===== config.mk =====
export PLATFORM = sky130hd
export DESIGN_NAME = mem_port_arbiter
export DESIGN_NICKNAME = d
export VERILOG_FILES = /design/src/rtl/mem_port_arbiter.sv
export SDC_FILE = /design/constraint.sdc
export NUM_CORES = 1
export LEC_CHECK = 0
export BUFFER_PORTS_ARGS = -buffer_cell sky130_fd_sc_hd__buf_2
export CORE_UTILIZATION = 30
export DETAILED_ROUTE_END_ITERATION = 10
export GPL_ROUTABILITY_DRIVEN = 0
export PLACE_DENSITY = 0.6
export SYNTH_ARGS = -nofsm -noshare
export SYNTH_HDL_FRONTEND = slang
export SYNTH_SLANG_ARGS = --single-unit

===== constraint.sdc =====
create_clock -name clk -period 4.7 [get_ports clk]
set_clock_uncertainty 0.2 [all_clocks]
set_input_delay 0.47 -clock clk [delete_from_list [all_inputs] [get_ports clk]]
set_output_delay 0.47 -clock clk [all_outputs]
set_load 0.05 [all_outputs]

===== src/rtl/mem_port_arbiter.sv =====
// mem_port_arbiter
//   Shares a single mem_system port between an instruction-fetch requester
//   (read-only) and a data requester (read/write). The winner's address,
//   write data and direction are latched in IDLE and held stable until the
//   transaction ends. Rd/Wr pulse for exactly one cycle once the port is not
//   stalled. A watchdog bounds every transaction, and a registered
//   done/rdata is returned to the owning requester.
//
// Optional feature macro: ARB_ROUND_ROBIN_EN
//   defined   : on contention, grant the requester that did not win last time
//   undefined : fixed priority, data beats fetch
//
// Ports
//   clk, rst_n                 clock, async active-low reset
//   i_req/i_addr               fetch request (read-only)
//   i_done/i_rdata             fetch completion pulse and read data
//   d_req/d_wr/d_addr/d_wdata  data request
//   d_done/d_rdata             data completion pulse and read data
//   busy                       transaction in progress
//   err                        pulses with done on timeout or mem_err
//   mem_addr/mem_wdata         latched address / write data to the port
//   mem_rd/mem_wr              one-cycle command strobes
//   mem_rdata/mem_done         port read data and completion
//   mem_stall/mem_err          port back-pressure and error
//
// States
//   state   | meaning
//   S_IDLE  | waiting for a request, arbitration happens here
//   S_ISSUE | request latched, strobe Rd/Wr once mem_stall is low
//   S_WAIT  | command issued, waiting for mem_done or watchdog expiry
//   S_RESP  | one-cycle done (and err) pulse to the owner

module mem_port_arbiter #(
    parameter int ADDR_W      = 16,
    parameter int DATA_W      = 16,
    parameter int TIMEOUT_CYC = 64
) (
    input  logic              clk,
    input  logic              rst_n,
    input  logic              i_req,
    input  logic [ADDR_W-1:0] i_addr,
    output logic              i_done,
    output logic [DATA_W-1:0] i_rdata,
    input  logic              d_req,
    input  logic              d_wr,
    input  logic [ADDR_W-1:0] d_addr,
    input  logic [DATA_W-1:0] d_wdata,
    output logic              d_done,
    output logic [DATA_W-1:0] d_rdata,
    output logic              busy,
    output logic              err,
    output logic [ADDR_W-1:0] mem_addr,
    output logic [DATA_W-1:0] mem_wdata,
    output logic              mem_rd,
    output logic              mem_wr,
    input  logic [DATA_W-1:0] mem_rdata,
    input  logic              mem_done,
    input  logic              mem_stall,
    input  logic              mem_err
);

    typedef enum logic [1:0] {S_IDLE, S_ISSUE, S_WAIT, S_RESP} state_t;

    localparam logic OWN_INST = 1'b0;
    localparam logic OWN_DATA = 1'b1;
    localparam int   TMR_W    = $clog2(TIMEOUT_CYC + 1);
    localparam logic [TMR_W-1:0] TMR_LAST = TMR_W'(TIMEOUT_CYC - 1);

    state_t            state_q, state_d;
    logic              owner_q, owner_d;
    logic              last_gnt_q, last_gnt_d;
    logic              wr_q, wr_d;
    logic              err_q, err_d;
    logic [ADDR_W-1:0] addr_q, addr_d;
    logic [DATA_W-1:0] wdata_q, wdata_d;
    logic [DATA_W-1:0] i_rdata_q, i_rdata_d;
    logic [DATA_W-1:0] d_rdata_q, d_rdata_d;
    logic [TMR_W-1:0]  timer_q, timer_d;
    logic              winner;

    // Only consulted when at least one request is present; the no-request
    // case simply repeats the previous grant.
`ifdef ARB_ROUND_ROBIN_EN
    assign winner = (d_req && i_req) ? ~last_gnt_q : d_req;
`else
    assign winner = d_req | (~i_req & last_gnt_q);
`endif

    always_ff @(posedge clk or negedge rst_n) begin
        if (!rst_n) begin
            state_q    <= S_IDLE;
            owner_q    <= OWN_INST;
            last_gnt_q <= OWN_INST;
            wr_q       <= 1'b0;
            err_q      <= 1'b0;
            addr_q     <= '0;
            wdata_q    <= '0;
            i_rdata_q  <= '0;
            d_rdata_q  <= '0;
            timer_q    <= '0;
        end else begin
            state_q    <= state_d;
            owner_q    <= owner_d;
            last_gnt_q <= last_gnt_d;
            wr_q       <= wr_d;
            err_q      <= err_d;
            addr_q     <= addr_d;
            wdata_q    <= wdata_d;
            i_rdata_q  <= i_rdata_d;
            d_rdata_q  <= d_rdata_d;
            timer_q    <= timer_d;
        end
    end

    always_comb begin
        state_d    = state_q;
        owner_d    = owner_q;
        last_gnt_d = last_gnt_q;
        wr_d       = wr_q;
        err_d      = err_q;
        addr_d     = addr_q;
        wdata_d    = wdata_q;
        i_rdata_d  = i_rdata_q;
        d_rdata_d  = d_rdata_q;
        timer_d    = timer_q;
        mem_rd     = 1'b0;
        mem_wr     = 1'b0;
        i_done     = 1'b0;
        d_done     = 1'b0;
        err        = 1'b0;

        case (state_q)
            S_IDLE: begin
                if (d_req || i_req) begin
                    owner_d    = winner;
                    last_gnt_d = winner;
                    err_d      = 1'b0;
                    if (winner == OWN_DATA) begin
                        addr_d  = d_addr;
                        wr_d    = d_wr;
                        wdata_d = d_wr ? d_wdata : '0;
                    end else begin
                        addr_d  = i_addr;
                        wr_d    = 1'b0;
                        wdata_d = '0;
                    end
                    state_d = S_ISSUE;
                end
            end
            S_ISSUE: begin
                if (!mem_stall) begin
                    mem_rd  = ~wr_q;
                    mem_wr  = wr_q;
                    timer_d = '0;
                    state_d = S_WAIT;
                end
            end
            S_WAIT: begin
                timer_d = timer_q + 1'b1;
                if (mem_done) begin
                    if (owner_q == OWN_DATA) d_rdata_d = mem_rdata;
                    else                     i_rdata_d = mem_rdata;
                    err_d   = mem_err;
                    state_d = S_RESP;
                end else if (timer_q == TMR_LAST) begin
                    // Watchdog abort: the owner sees zero data and an error.
                    if (owner_q == OWN_DATA) d_rdata_d = '0;
                    else                     i_rdata_d = '0;
                    err_d   = 1'b1;
                    state_d = S_RESP;
                end
            end
            S_RESP: begin
                i_done  = (owner_q == OWN_INST);
                d_done  = (owner_q == OWN_DATA);
                err     = err_q;
                state_d = S_IDLE;
            end
            default: state_d = S_IDLE;
        endcase
    end

    assign busy      = (state_q != S_IDLE);
    assign mem_addr  = addr_q;
    assign mem_wdata = wdata_q;
    assign i_rdata   = i_rdata_q;
    assign d_rdata   = d_rdata_q;

endmodule


==> out/qor.txt, run 1 <==
Status: completed
Top-count cell post-synth: dfrtp_1
Worst path required time: 4.71 ns
Crit Reg-Reg Endpoint: d_rdata[8]
Share of cells above drive strength 1: 34.8%
RSZ-0062 raised after global routing: no
Max cap viols: 0
Mux share of post-synthesis cell area: 0.605%
Die Area: 12900 µm²
CP cell instances: inv_1 -> ha_1 -> nand2_1 -> a22oi_1 -> nand2_1
Post-route insts no fill: 654
Max Slew Vio Count: 0
Post-DP HPWL: 6.63 mm
CP endpoint kind: flip-flop
Root Driver: clkbuf_16
Die Span Y: 113 µm
Fmax: 411 MHz
Asr flop ratio synth: 100%
Final setup TNS: 0 ns
Synthesized cell area: 3720 µm²
Slew HR: 33.6%
Top post-synthesis cells by area: dfrtp_1 51%, o211ai_1 6.9%, a22oi_1 6.5%
Drt pass-1 iters: 4
Slowest stage delay, CP: 0.59 ns
Worst-path clk slew: 0.05 ns
Dpl cells: 638
Drt total wl: 10.0 mm
Via density: 5.12
Combinational family with the most area after synthesis: compound AO/OA/AOI/OAI gates
Place WS: 2.17 ns
First-pass GRT wire length: 16.0 mm
EDFF count, synth: 0
Simple-gate area share of the yosys netlist: 14.8%
Die X-Extent: 113 µm
Most frequent CP cell: nand2_1
LEAKAGE: 2.13 nW
Hold Vio Cnt, Final: 0
Vias in the first global route: 3121
Adder-Cell Fraction of Synth Area: 1.68%
Post CTS Setup Buffer Count: 0
All-Layer GR Usage: 16.0%
Tightest Pin Transition: 0.990 ns
Final #Nets: 558
Post-synthesis instance total: 360
# port buffers: 141
Initial antenna violation count: 0
Min Clock Period, post-route: 2.43 ns
Routed Antenna Nets: 0
R2R Path Start: state_q[0]
Clk sinks: 76
Initial DRC count: 269
P per Cell Area: 810 nW/µm²
Layout area overhead: 28.5%
Worst-Skew Late Latency: 0.34 ns
Register area share after synthesis: 51.1%
Slowest stage cell, crit path: nand2_1
DRC violations left: 0
IO Pins: 142
Hold_ws: 0.0741 ns
Core area: 12100 µm²
Cell depth of the worst setup path: 5
Worst hold path type: input pin to asynchronous set/reset pin
Final core occ: 39.6%
Main synth FF type: dfrtp_1
CP Class: flip-flop to flip-flop
Initial Utilization: 30.9%
Ys Warns: 0
Synthesized flop and latch total: 76
DR vias: 3346
WP buf/inv: 1
CP startpoint kind: flip-flop
Post-Synth XOR/XNOR Area: 0%
Total global routing overflow: 0
Syn Area/Cell: 10.3 µm²
R2R Setup Slk: 2.27 ns
Final setup vio count: 0
Clock buffer count from CTS: 9
Post-Syn Nets: 437
R2R cell count: 5
Synth cell types: 43
Max clock buf depth: 2
Resized Gates After CTS: 0
Compound-Gate Fraction of Synth Area: 27.1%
Drt wl/cell: 15.3 µm
CTS H-tree depth: 3
Post-synth top area cell: dfrtp_1
Critical Path AT: 2.45 ns
Final Cycle Share: 51.8%
Crit path max fanout: 21
# hold bufs at CTS: 0
CTS tree: built
Synth top area share: 51.1%
Worst path top cell family by delay: simple AND/OR/NAND/NOR gates
Maximum vdd ir drop: 0.000370 V
Setup ws final: 2.27 ns
Largest net degree at the start of global routing: 77
Number of diodes: 0
FP Rows: 40
Commonest cells post-synth: 76 x dfrtp_1, 38 x nand2_1, 34 x o211ai_1
## cells in the final DEF, fill, tap and decap left out, drive strengths merged, types with 3 or more instances in the layout
master,instances
o21ai,20
nand2,38
nand2b,3
buf,143
and3,4
o211ai,34
inv,4
a31oi,17
clkinv,4
and2,3
a21oi,4
nand3,4
nor2,18
a22oi,32
clkbuf,11
a22o,20
ha,5
dfrtp,76
or3b,18
and3b,3
## kinds of logic (layout without fill, tap and decap cells)
| family | after synthesis | in the layout |
|---|---|---|
| AO/OA/AOI/OAI | 139 | 139 |
| AND/OR/NAND/NOR | 101 | 101 |
| flip-flops | 76 | 76 |
| buffers and inverters | 37 | 163 |
| adder cells (fa/ha/maj) | 5 | 5 |
| multiplexers | 2 | 2 |
## layer usage
metal	track usage, %	wire [µm]
met1	23.0	4810
met2	22.5	4340
met3	3.77	702
met4	7.54	147
met5	0	0
## power by group
part | leakage [nW] | internal [W] | switching [W]
sequential | 0.855 | 0.000941 | 0.000208
clock | 0.142 | 0.000387 | 0.000278
combinational | 1.14 | 0.000570 | 0.00149
total | 2.13 | 0.00190 | 0.00198
## registers in the layout, indices dropped and copies added, names as in the netlist
signal,flops
d_rdata,16
wr_q,1
state_q,2
mem_addr,16
last_gnt_q,1
i_rdata,16
timer_q,7
mem_wdata,16
err_q,1
## layout make-up
cell class / count / area [µm²]
clock buffers: 11 / 253
flip-flops and latches: 76 / 1900
multi-input cells: 247 / 1640
inverters: 4 / 15.0
fillers: 1189 / 7280
repair buffers: 143 / 723
clock inverters: 5 / 35.0
well taps: 168 / 210
## stage by stage
stage | total power (W) | instance area [µm²]
after floorplan | 0.00275 | 3720
after global placement | 0.00319 | 4490
after detailed placement | 0.00323 | 4490
after CTS | 0.00391 | 4780
after global routing | 0.00410 | 4780
final | 0.00387 | 4780
## worst max path at each step
stage               startpoint           to  slack (ns)
finish              state_q[0]   d_rdata[8]        2.27
floorplan           state_q[1]       mem_rd        2.13
global route        state_q[0]  d_rdata[11]        2.08
detailed placement    mem_done   state_q[0]        2.17
CTS                 state_q[0]  d_rdata[12]        2.27
global placement      mem_done   state_q[0]        2.30
Note: power is estimated with default switching activity, not from simulation.
==> run 2: changes to the inputs <==
--- a/config.mk
+++ b/config.mk
@@ -5,11 +5,12 @@
 export SDC_FILE = /design/constraint.sdc
 export NUM_CORES = 1
 export LEC_CHECK = 0
+export ABC_AREA = 1
 export BUFFER_PORTS_ARGS = -buffer_cell sky130_fd_sc_hd__buf_2
 export CORE_UTILIZATION = 30
 export DETAILED_ROUTE_END_ITERATION = 10
 export GPL_ROUTABILITY_DRIVEN = 0
-export PLACE_DENSITY = 0.6
+export PLACE_DENSITY = 0.63
 export SYNTH_ARGS = -nofsm -noshare
 export SYNTH_HDL_FRONTEND = slang
 export SYNTH_SLANG_ARGS = --single-unit
==> constraint.sdc (replaced) <==
create_clock -name clk -period 2.2 [get_ports clk]
set_clock_uncertainty 0.2 [all_clocks]
set_input_delay 0.22 -clock clk [delete_from_list [all_inputs] [get_ports clk]]
set_output_delay 0.22 -clock clk [all_outputs]
set_load 0.05 [all_outputs]
==> run 2 against run 1 <==
The flow now finishes with violations (DRC). Largest power group unchanged. Synthesized cell count up 21%. Setup slack lost 2.0 ns. Non-clock buffer count grew 56. Die area decreased by 2.7%. Critical path type unchanged. Wire length increased by 1.8%. Sequential share of layout area fell by 3.6 points. Hold slack lost 0.061 ns. Via count increased by 5.4%. Critical path depth grew 1. Sequential power up 110%. Cell count grew 18%. Highest routed layer unchanged.
==> out/qor.txt, run 2 <==
EDFF count, synth: 0
Initial Utilization: 31.3%
Mux share of post-synthesis cell area: 0%
Post-Synth XOR/XNOR Area: 0%
Hold depth: 5
Vias in the first global route: 3614
Crit Reg-Reg Endpoint: mem_wdata[6]
Critical Path AT: 2.01 ns
Final #Nets: 699
Worst hold path type: input pin to flip-flop
Combinational family with the most area after synthesis: simple AND/OR/NAND/NOR gates
Setup crit start: state_q[0]
CP startpoint kind: flip-flop
Most frequent cells in the layout: 140 x buf_2, 124 x nand2_1, 86 x inv_1
Final setup vio count: 0
Largest net degree at the start of global routing: 45
Post CTS Setup Buffer Count: 0
Commonest non-fill, non-tap cell in the layout: buf_2
Clock buffer count from CTS: 9
Synthesized flop and latch total: 76
Hold Vio Cnt, Final: 0
Slew HR: 68.2%
Max cap viols: 0
Post-synthesis instance total: 434
Core area: 11600 µm²
Top post-synthesis cells by area: dfrtp_1 53%, nand2_1 13%, inv_1 8.9%
Maximum vdd ir drop: 0.000891 V
Share of cells above drive strength 1: 29.2%
P per Cell Area: 1620 nW/µm²
Initial DRC count: 289
Compound-Gate Fraction of Synth Area: 9.75%
Asr flop ratio synth: 100%
Fmax: 504 MHz
Final Cycle Share: 90.1%
Simple-gate area share of the yosys netlist: 23.4%
IO Pins: 142
Total global routing overflow: 0
Root Driver: clkbuf_16
Crit path max fanout: 17
Die Area: 12500 µm²
Max clock buf depth: 2
Commonest cells post-synth: 124 x nand2_1, 86 x inv_1, 76 x dfrtp_1
Worst-path clk slew: 0.06 ns
Drt wl/cell: 13.2 µm
DR vias: 3528
Routed Antenna Nets: 0
Post-DP HPWL: 6.85 mm
DRC violations left: 12
Min Clock Period, post-route: 1.98 ns
Top-count cell post-synth: nand2_1
Syn Area/Cell: 8.34 µm²
CP Capture Point: mem_wdata[6]
Layout area overhead: 45.3%
Synth top area share: 52.6%
Initial antenna violation count: 0
Drt pass-1 iters: 9
Tightest Pin Transition: 0.476 ns
Final setup TNS: 0 ns
Via density: 4.58
RSZ-0062 raised after global routing: no
Post-Syn Nets: 511
CP Class: flip-flop to flip-flop
Synthesized cell area: 3620 µm²
R2R cell count: 6
LEAKAGE: 2.96 nW
Status: complete, but fails checks
Number of diodes: 0
Worst-Skew Late Latency: 0.33 ns
Register area share after synthesis: 52.6%
All-Layer GR Usage: 17.2%
R2R Path Start: state_q[0]
Drt total wl: 10.2 mm
Main synth FF type: dfrtp_1
Synth cell types: 23
FP Rows: 39
Ys Warns: 0
R2R Setup Slk: 0.22 ns
Max Slew Vio Count: 0
Adder-Cell Fraction of Synth Area: 1.73%
CTS tree: built
# port buffers: 141
Clk sinks: 76
First-pass GRT wire length: 17.1 mm
Die Span Y: 112 µm
Worst path required time: 2.22 ns
Post-synth top area cell: dfrtp_1
CP endpoint kind: flip-flop
Violated checks: DRC
Dpl cells: 704
Post-route insts no fill: 770
Die X-Extent: 112 µm
CTS H-tree depth: 3
[run 2: changes by cell type after synthesis, sizes merged, moves of 8 or more]
cell,delta
a22o,-19
a22oi,-32
a31oi,-15
clkbuf,-9
inv,+86
nand2,+87
nand4,+35
nor2,+8
o211ai,-34
o21ai,-12
o22ai,+32
or3b,-18
[run 2: logic make-up (layout without fill, tap and decap cells)]
group | count (synthesis) | in the layout
simple gates | 194 | 194
buf+inv | 111 | 304
flops | 76 | 76
compound gates | 48 | 48
fa+ha+maj | 5 | 5
[run 2: timing repair]
item	in CTS	in global routing
endpoints found under the hold margin	96	0
gates resized for setup	0	0
hold buffers	50	0
[run 2: cell type report]
type	instances	area, µm²
tap	143	179
timing repair buffer	199	1280
clock inverter	6	62.6
clock buffer	10	229
sequential	76	1900
fill	1113	6310
inverter	89	334
multi-input combinational	247	1270
[run 2: worst min path at each step]
stage               from     endpoint  slack, ns
2_1_floorplan      rst_n   d_rdata[0]      -0.28
3_3_place_gp       rst_n   timer_q[4]      0.007
3_5_place_dp       rst_n   timer_q[4]       0.01
4_1_cts        d_addr[3]  mem_addr[3]      0.002
5_1_grt        d_addr[7]  mem_addr[7]       0.02
6_report       d_addr[0]  mem_addr[0]       0.01
[run 2: routing by layer]
layer | track usage (%) | vias up | routed length (µm)
met5 | 0 | - | 0
met4 | 5.41 | 0 | 160
met3 | 4.57 | 13 | 710
met2 | 29.6 | 137 | 4930
met1 | 21.0 | 1628 | 4390
li1 | - | 1750 | -
[run 2: report_power, final]
group | total, W | internal [W] | switching (W)
clock | 0.00146 | 0.000879 | 0.000583
sequential | 0.00241 | 0.00203 | 0.000378
combinational | 0.00462 | 0.00113 | 0.00348
total | 0.00849 | 0.00405 | 0.00444
[run 2: critical path: stages (launching register included)]
cell and delay [ns]:
dfrtp_1 0.41, inv_1 0.10, ha_1 0.23, inv_1 0.10, a21oi_4 0.15, nand3_2 0.39
o22ai_1 0.29
[run 2: stage by stage]
| stage | utilization, % | total power (W) | hold slack [ns] | cell area (µm²) | worst slack (ns) |
|---|---|---|---|---|---|
| 2_1_floorplan | - | 0.00586 | -0.276 | 3620 | 0.332 |
| 3_3_place_gp | 38.6 | 0.00688 | 0.00734 | 4460 | 0.364 |
| 5_1_grt | 45.5 | 0.00902 | 0.0238 | 5260 | 0.0316 |
| 3_5_place_dp | 38.6 | 0.00700 | 0.0101 | 4460 | 0.226 |
| 6_report | 45.5 | 0.00849 | 0.0136 | 5260 | 0.217 |
| 4_1_cts | 45.5 | 0.00856 | 0.00241 | 5260 | 0.205 |
